<file path="src/rtl/shift_arbiter.sv">
// Two-port round-robin arbiter in front of a shared 32-bit SLL/SRL/SRA unit.
// The result is held in a single registered output stage with valid/ready backpressure.
module shift_arbiter #(
    parameter int DW  = 32,
    parameter int SAW = 5
) (
    input  logic           clk,
    input  logic           reset,
    input  logic           req0_valid,
    output logic           req0_ready,
    input  logic [4:0]     req0_fs,
    input  logic [SAW-1:0] req0_shamt,
    input  logic [DW-1:0]  req0_data,
    input  logic           req1_valid,
    output logic           req1_ready,
    input  logic [4:0]     req1_fs,
    input  logic [SAW-1:0] req1_shamt,
    input  logic [DW-1:0]  req1_data,
    output logic           out_valid,
    input  logic           out_ready,
    output logic [DW-1:0]  out_data,
    output logic           out_c,
    output logic           out_id,
    output logic           out_err
);

    localparam logic [4:0] FS_SLL = 5'h0C;
    localparam logic [4:0] FS_SRL = 5'h0D;
    localparam logic [4:0] FS_SRA = 5'h0E;

    typedef enum logic {EMPTY, FULL} state_t;

    state_t          state_q, state_d;
    logic            ptr_q, ptr_d;
    logic [DW-1:0]   data_q, data_d;
    logic            c_q, c_d;
    logic            id_q, id_d;
    logic            err_q, err_d;

    logic            can_load;
    logic            grant0, grant1;
    logic            accept;
    logic [4:0]      sel_fs;
    logic [SAW-1:0]  sel_shamt;
    logic [DW-1:0]  sel_data;
    logic [DW:0]     sll_ext;
    logic [DW:0]     srl_ext;
    logic [DW-1:0]   sra_res;

    // Handshakes are suppressed while reset is high so nothing looks accepted.
    always_comb begin
        can_load   = ~reset & ((state_q == EMPTY) | out_ready);
        grant0     = req0_valid & (~req1_valid | ~ptr_q);
        grant1     = req1_valid & (~req0_valid |  ptr_q);
        req0_ready = grant0 & can_load;
        req1_ready = grant1 & can_load;
        accept     = req0_ready | req1_ready;
        sel_fs     = grant1 ? req1_fs    : req0_fs;
        sel_shamt  = grant1 ? req1_shamt : req0_shamt;
        sel_data   = grant1 ? req1_data  : req0_data;
    end

    // One extra bit on each side captures the last bit shifted out as the carry.
    always_comb begin
        sll_ext = {1'b0, sel_data} << sel_shamt;
        srl_ext = {sel_data, 1'b0} >> sel_shamt;
        sra_res = $signed(sel_data) >>> sel_shamt;
    end

    always_comb begin
        state_d = state_q;
        ptr_d   = ptr_q;
        data_d  = data_q;
        c_d     = c_q;
        id_d    = id_q;
        err_d   = err_q;
        if (accept) begin
            state_d = FULL;
            ptr_d   = ~grant1;
            id_d    = grant1;
            data_d  = '0;
            c_d     = 1'b0;
            err_d   = 1'b0;
            case (sel_fs)
                FS_SLL: begin
                    data_d = sll_ext[DW-1:0];
                    c_d    = sll_ext[DW];
                end
                FS_SRL: begin
                    data_d = srl_ext[DW:1];
                    c_d    = srl_ext[0];
                end
                FS_SRA: data_d = sra_res;
                default: err_d = 1'b1;
            endcase
        end else if (out_ready) begin
            state_d = EMPTY;
        end
    end

    always_ff @(posedge clk or posedge reset) begin
        if (reset) begin
            state_q <= EMPTY;
            ptr_q   <= 1'b0;
            data_q  <= '0;
            c_q     <= 1'b0;
            id_q    <= 1'b0;
            err_q   <= 1'b0;
        end else begin
            state_q <= state_d;
            ptr_q   <= ptr_d;
            data_q  <= data_d;
            c_q     <= c_d;
            id_q    <= id_d;
            err_q   <= err_d;
        end
    end

    assign out_valid = (state_q == FULL);
    assign out_data  = data_q;
    assign out_c     = c_q;
    assign out_id    = id_q;
    assign out_err   = err_q;

endmodule

</file>
<file path="config.mk">
export PLATFORM = sky130hd
export DESIGN_NAME = shift_arbiter
export DESIGN_NICKNAME = d
export VERILOG_FILES = /design/src/rtl/shift_arbiter.sv
export SDC_FILE = /design/constraint.sdc
export NUM_CORES = 1
export LEC_CHECK = 0
export CAP_MARGIN = 20
export CORE_AREA = 2 2 178 180
export DETAILED_ROUTE_END_ITERATION = 16
export DIE_AREA = 0 0 180 182
export SKIP_LAST_GASP = 1
export SYNTH_ARGS = -nofsm -noshare
export SYNTH_HDL_FRONTEND = slang
export SYNTH_SLANG_ARGS = --single-unit
</file>
<file path="constraint.sdc">
create_clock -name clk -period 7.39 [get_ports clk]
set_clock_uncertainty 0.05 [all_clocks]
set_input_delay 0.739 -clock clk [delete_from_list [all_inputs] [get_ports clk]]
set_output_delay 0.739 -clock clk [all_outputs]
set_load 0.1 [all_outputs]
</file>
Yosys cells after proc, flatten, opt, wreduce, memory -nomap -nowiden
Cells that the tools add are included.
Widths: inputs -> output; s select.
{ "word_totals": {"input_bits": 89, "output_inout_bits": 38, "register_bits": 37} }
{ "classes": {"shift": 3, "n_eq_ne": 3, "n_reduce_logical": 2, "n_bitwise": 15, "n_mux": 8} }
{ "op_table": {"columns": ["operator", "n"], "rows": [
  ["$pmux 32 s3", 1],
  ["$shl 32x5->33", 1],
  ["$shr 33x5->33", 1],
  ["$mux 32", 1],
  ["$sshr 32x5->32", 1],
  ["$eq 5x4->1 const B", 3],
  ["$mux 5", 2],
  ["$not 1->1", 6],
  ["$and 1x1->1", 5],
  ["$or 1x1->1", 4],
  ["$mux 1", 3],
  ["$reduce_or 3->1", 1],
  ["$pmux 1 s2", 1],
  ["$reduce_bool 2->1", 1]
]} }

Depth between registers and ports, before layout
{ "logic_depth": {"depth_word": 7, "ltp_mapped": 12, "depth_no_buf": 8} }

Least setup slack after synthesis
Ideal clock, no wire load.
{ "synth_path": {"kind": "reg-to-output", "startpoint": "register state_q, in the netlist out_valid", "endpoint": "output port req0_ready", "slack_ns": 3.854, "arrival_ns": 2.747, "path_buffers": 0, "path_stages_with_launch": 4, "cell_sequence": "dfrtp_1 > a21oi_1 > nand2_1 > a21oi_1"} }
{ "synth_between": {"elab_chain_cells": 4} }
{ "synth_rtl": {"columns": ["item", "line_no", "rtl"], "rows": [
  ["start, declared", "33", "state_t state_q, state_d;"],
  ["start signal, assigned", "110", "state_q <= state_d;"],
  ["$not 1->1", "52", "can_load = ~reset & ((state_q == EMPTY) | out_ready);"],
  ["$or 1x1->1", "52", null],
  ["$and 1x1->1", "52", null],
  ["$and 1x1->1", "55", "req0_ready = grant0 & can_load;"],
  ["end, declared", "10", "output logic req0_ready,"]
]} }
No other way between the ends.

Worst setup path in the final report
{ "layout_path": {"startpoint": "input port req0_valid", "endpoint": "register data_q[24], in the netlist out_data[24]"} }
{ "layout_between": {"elab_chain_cells": 6} }
{ "layout_rtl": {"columns": ["item", "line_no", "rtl"], "rows": [
  ["start, declared", "9", "input logic req0_valid,"],
  ["$not 1->1", "54", "grant1 = req1_valid & (~req0_valid | ptr_q);"],
  ["$or 1x1->1", "54", null],
  ["$and 1x1->1", "54", null],
  ["$mux 32, or another cell as far along", "60", "sel_data = grant1 ? req1_data : req0_data;"],
  ["$sshr 32x5->32, or another cell as far along", "67", "sra_res = $signed(sel_data) >>> sel_shamt;"],
  ["$pmux 32 s3", "84", "case (sel_fs)"],
  ["end signal, assigned", "112", "data_q <= data_d;"],
  ["end, declared", "35", "logic [DW-1:0] data_q, data_d;"]
]} }
Parallel ways exist; a longest one is shown, timed or not.
A chain may end at the register's enable or synchronous reset.

==> impl_metrics.py <==
metrics = {
    "status": {
        "outcome": "complete, no violations",
    },
    "power_and_ir_drop": {
        "power.static_leakage_uw": 0.00351,
        "power_density_cells_nw_per_um2": 155,
        "vdd_ir_drop_max_mv": 0.0711,
    },
    "synthesis": {
        "synth.yosys.seq_area_share_pct": 12.1,
        "synth_enable_flop_cells": 0,
        "mean_post_synth_cell_area_um2": 7.52,
        "synth-seq-cells": 37,
        "ys_warn_count": 0,
        "syn_area_um2": 7620,
        "netlist.area_leader.share_pct": 18.4,
        "synth_cell_types": 66,
        "ys_async_sr_fraction_pct": 100,
        "synth_top_cells_by_area": "mux2i_1, dfrtp_1, mux2_2",
        "synth-main-ff-cell": "dfrtp_1",
        "synthesized_netlist_cell_count": 1014,
        "syn-num-nets": 1103,
        "netlist.top_cell.by_area": "mux2i_1",
    },
    "clock_network": {
        "cts_root_buf": "clkbuf_16",
        "tritoncts": "built",
        "post_cts_resize_count": 0,
        "insertion_delay_ps": 290,
        "holdBufCountCts": 0,
        "cts_made_buffers": 5,
        "clock-sinks": 37,
        "clock_h_tree_levels": 2,
        "path_clk_slew_ps": 70,
        "maximum_clock_path_buffer_count": 2,
        "postCtsSetupRepairBufs": 0,
    },
    "grt": {
        "grt_pass1_vias": 9043,
        "global_route_wire_length_before_repair_um": 57600,
        "grt_start_max_net_pins": 55,
        "grt_use_total_pct": 22.6,
        "initial_antenna_violation_count": 0,
        "gr-total-overflow": 0,
    },
    "routing": {
        "first_pass_iters": 5,
        "wl_per_cell_um": 26.1,
        "postRouteAntennaNets": 0,
        "detail_route.iter0.violations": 1139,
        "routed_via_density": 6.27,
        "detail_route.drc_violations": 0,
        "dr_total_vias": 9258,
        "detail_route.wirelength_um": 38500,
    },
    "layout": {
        "layout-drive-gt1-share_pct": 12.0,
        "antenna-diode-count": 0,
        "fillCellCount": 3374,
        "mostFrequentLayoutCell": "mux2i_1",
        "most-common-layout-cells": "mux2i_1, clkdlybuf4s50_1, nand2_1",
        "layout.nets": 1162,
        "area_delta_synth_final_pct": 21.5,
    },
    "worst_setup_path": {
        "arrival_ps": 4540,
        "cp_data_required_time_ps": 7480,
        "worstPathMaxFanout": 29,
        "cp_num_buf_inv": 3,
        "worst-setup-path-type": "input pin to register",
        "crit_path_start_kind": "input pin",
        "timing.critical_path.slowest_stage_cell": "nor2_1",
        "worst_setup_path_end_kind": "register",
        "cpPeakStageDelay_ps": 830,
        "path_cells": "clkdlybuf4s50_1 -> nand2b_1 -> buf_4 -> and3_1 -> nor2_1 -> buf_4 -> a211oi_1 -> o31ai_1 -> o211ai_1 -> o311ai_0 -> o311ai_0",
        "family_of_cells_with_the_greatest_summed_delay_on_the_critical_path": "simple AND/OR/NAND/NOR gates",
    },
    "timing": {
        "headroom_to_the_max_slew_limit_pct": 24.5,
        "final_number_of_hold_violating_endpoints": 0,
        "finalCriticalPeriod_ps": 4450,
        "min_period_over_period_pct": 60.2,
        "fmaxAchievable_mhz": 225,
        "measured_slew_at_the_worst_slew_check_pin_ps": 1120,
        "rsz0062_at_grt": "false",
        "final_hold_slack_ps": 431,
        "report.final.slew_viol_count": 0,
        "setup_tns_ps": 0,
        "finalSetupViolations": 0,
    },
    "floorplan": {
        "num_rows": 65,
        "placeableCoreArea_um2": 31000,
        "design.portCount": 127,
        "initial_core_util_pct": 24.6,
        "die-height_um": 182,
        "design.die.area_um2": 32800,
        "die_x_extent_um": 180,
    },
    "flow_run": {
        "maxCapViolCount": 0,
    },
    "placed_design": {
        "place.port_buffers": 126,
        "place.detailed.hpwl_um": 29200,
        "gpl.final_weighted_congestion": 0.972,
    },
    "min_path": {
        "hold_path.class": "register to register",
    },
}
-- cells in the mapped netlist (all sizes together), types with 6 or more instances --
cell type  instances
a211o              6
a211oi            40
a21boi             7
a21oi             77
a221oi            14
a22oi              6
a2bb2oi            6
a311oi             9
a31oi             18
and2               6
and3              12
buf               72
clkbuf            28
dfrtp             37
inv                7
mux2              54
mux2i            140
mux4              14
nand2             99
nand3             37
nand4              9
nor2              58
nor2b             17
nor3              23
nor4               6
o211ai            22
o21ai             81
o221ai             7
o22ai              9
o31ai             16
-- power by group --
group | internal (µW) | switching, µW
registers | 219 | 13.1
clock network | 126 | 97.4
logic | 310 | 669
total | 655 | 779
-- layout make-up --
class | instances | area (µm²) | share of cell area (%)
clock buffer | 5 | 125 | 1.35
clock inverter | 3 | 21.3 | 0.230
inverter | 7 | 26.3 | 0.284
multi-input combinational | 870 | 6230 | 67.2
sequential | 37 | 926 | 9.99
tap | 402 | 503 | 5.43
timing repair buffer | 152 | 1440 | 15.5
-- sequential cells by signal, summed over array words and instances (netlist names) --
name       flops
ptr_q          1
out_c          1
out_id         1
out_data      32
out_err        1
out_valid      1
-- tightest hold or removal path: cells and delay by family (launching register included) --
kind | cells | cell delay [ps]
flops | 1 | 340
simple gates | 2 | 100
-- per-layer routing --
| metal | up-vias | share of wire, % | GRT usage (%) |
|---|---|---|---|
| li1 | 4090 | - | - |
| met1 | 4519 | 40 | 28.2 |
| met2 | 537 | 47 | 38.2 |
| met3 | 112 | 8.4 | 3.77 |
| met4 | 0 | 4.8 | 10.0 |
| met5 | - | 0 | 0 |
-- cell families (layout without fill, tap and decap cells) --
family	count (synthesis)	count (layout)	synth area share, %
AO/OA/AOI/OAI	372	372	32.9
AND/OR/NAND/NOR	290	290	18.0
multiplexers	208	208	30.5
buffers and inverters	107	167	6.48
flip-flops	37	37	12.1
-- path summary, 6_finish.rpt --
kind                       startpoint      endpoint  slack, ps  cells past startpoint
max                        req0_valid  out_data[24]       2940                     11
min                           out_err       out_err        430                      2
max reg2reg                     ptr_q  out_data[24]       3480                     10
min reg2reg                   out_err       out_err        430                      2
max in group asynchronous       reset  out_data[20]       6060                      3
min in group asynchronous       reset  out_data[26]        860                      3
-- per-stage QoR --
step	cell area (µm²)	std cells	setup WS [ps]	util (%)	total power, µW
floorplan	7620	1014	3850	-	862
global route	9270	1476	2700	29.9	1490
global placement	9120	1468	2710	29.4	1190
detailed placement	9120	1468	2790	29.4	1180
CTS	9270	1476	3060	29.9	1410
finish	9270	1476	2940	29.9	1430
Note: power is estimated with default switching activity, not from simulation.
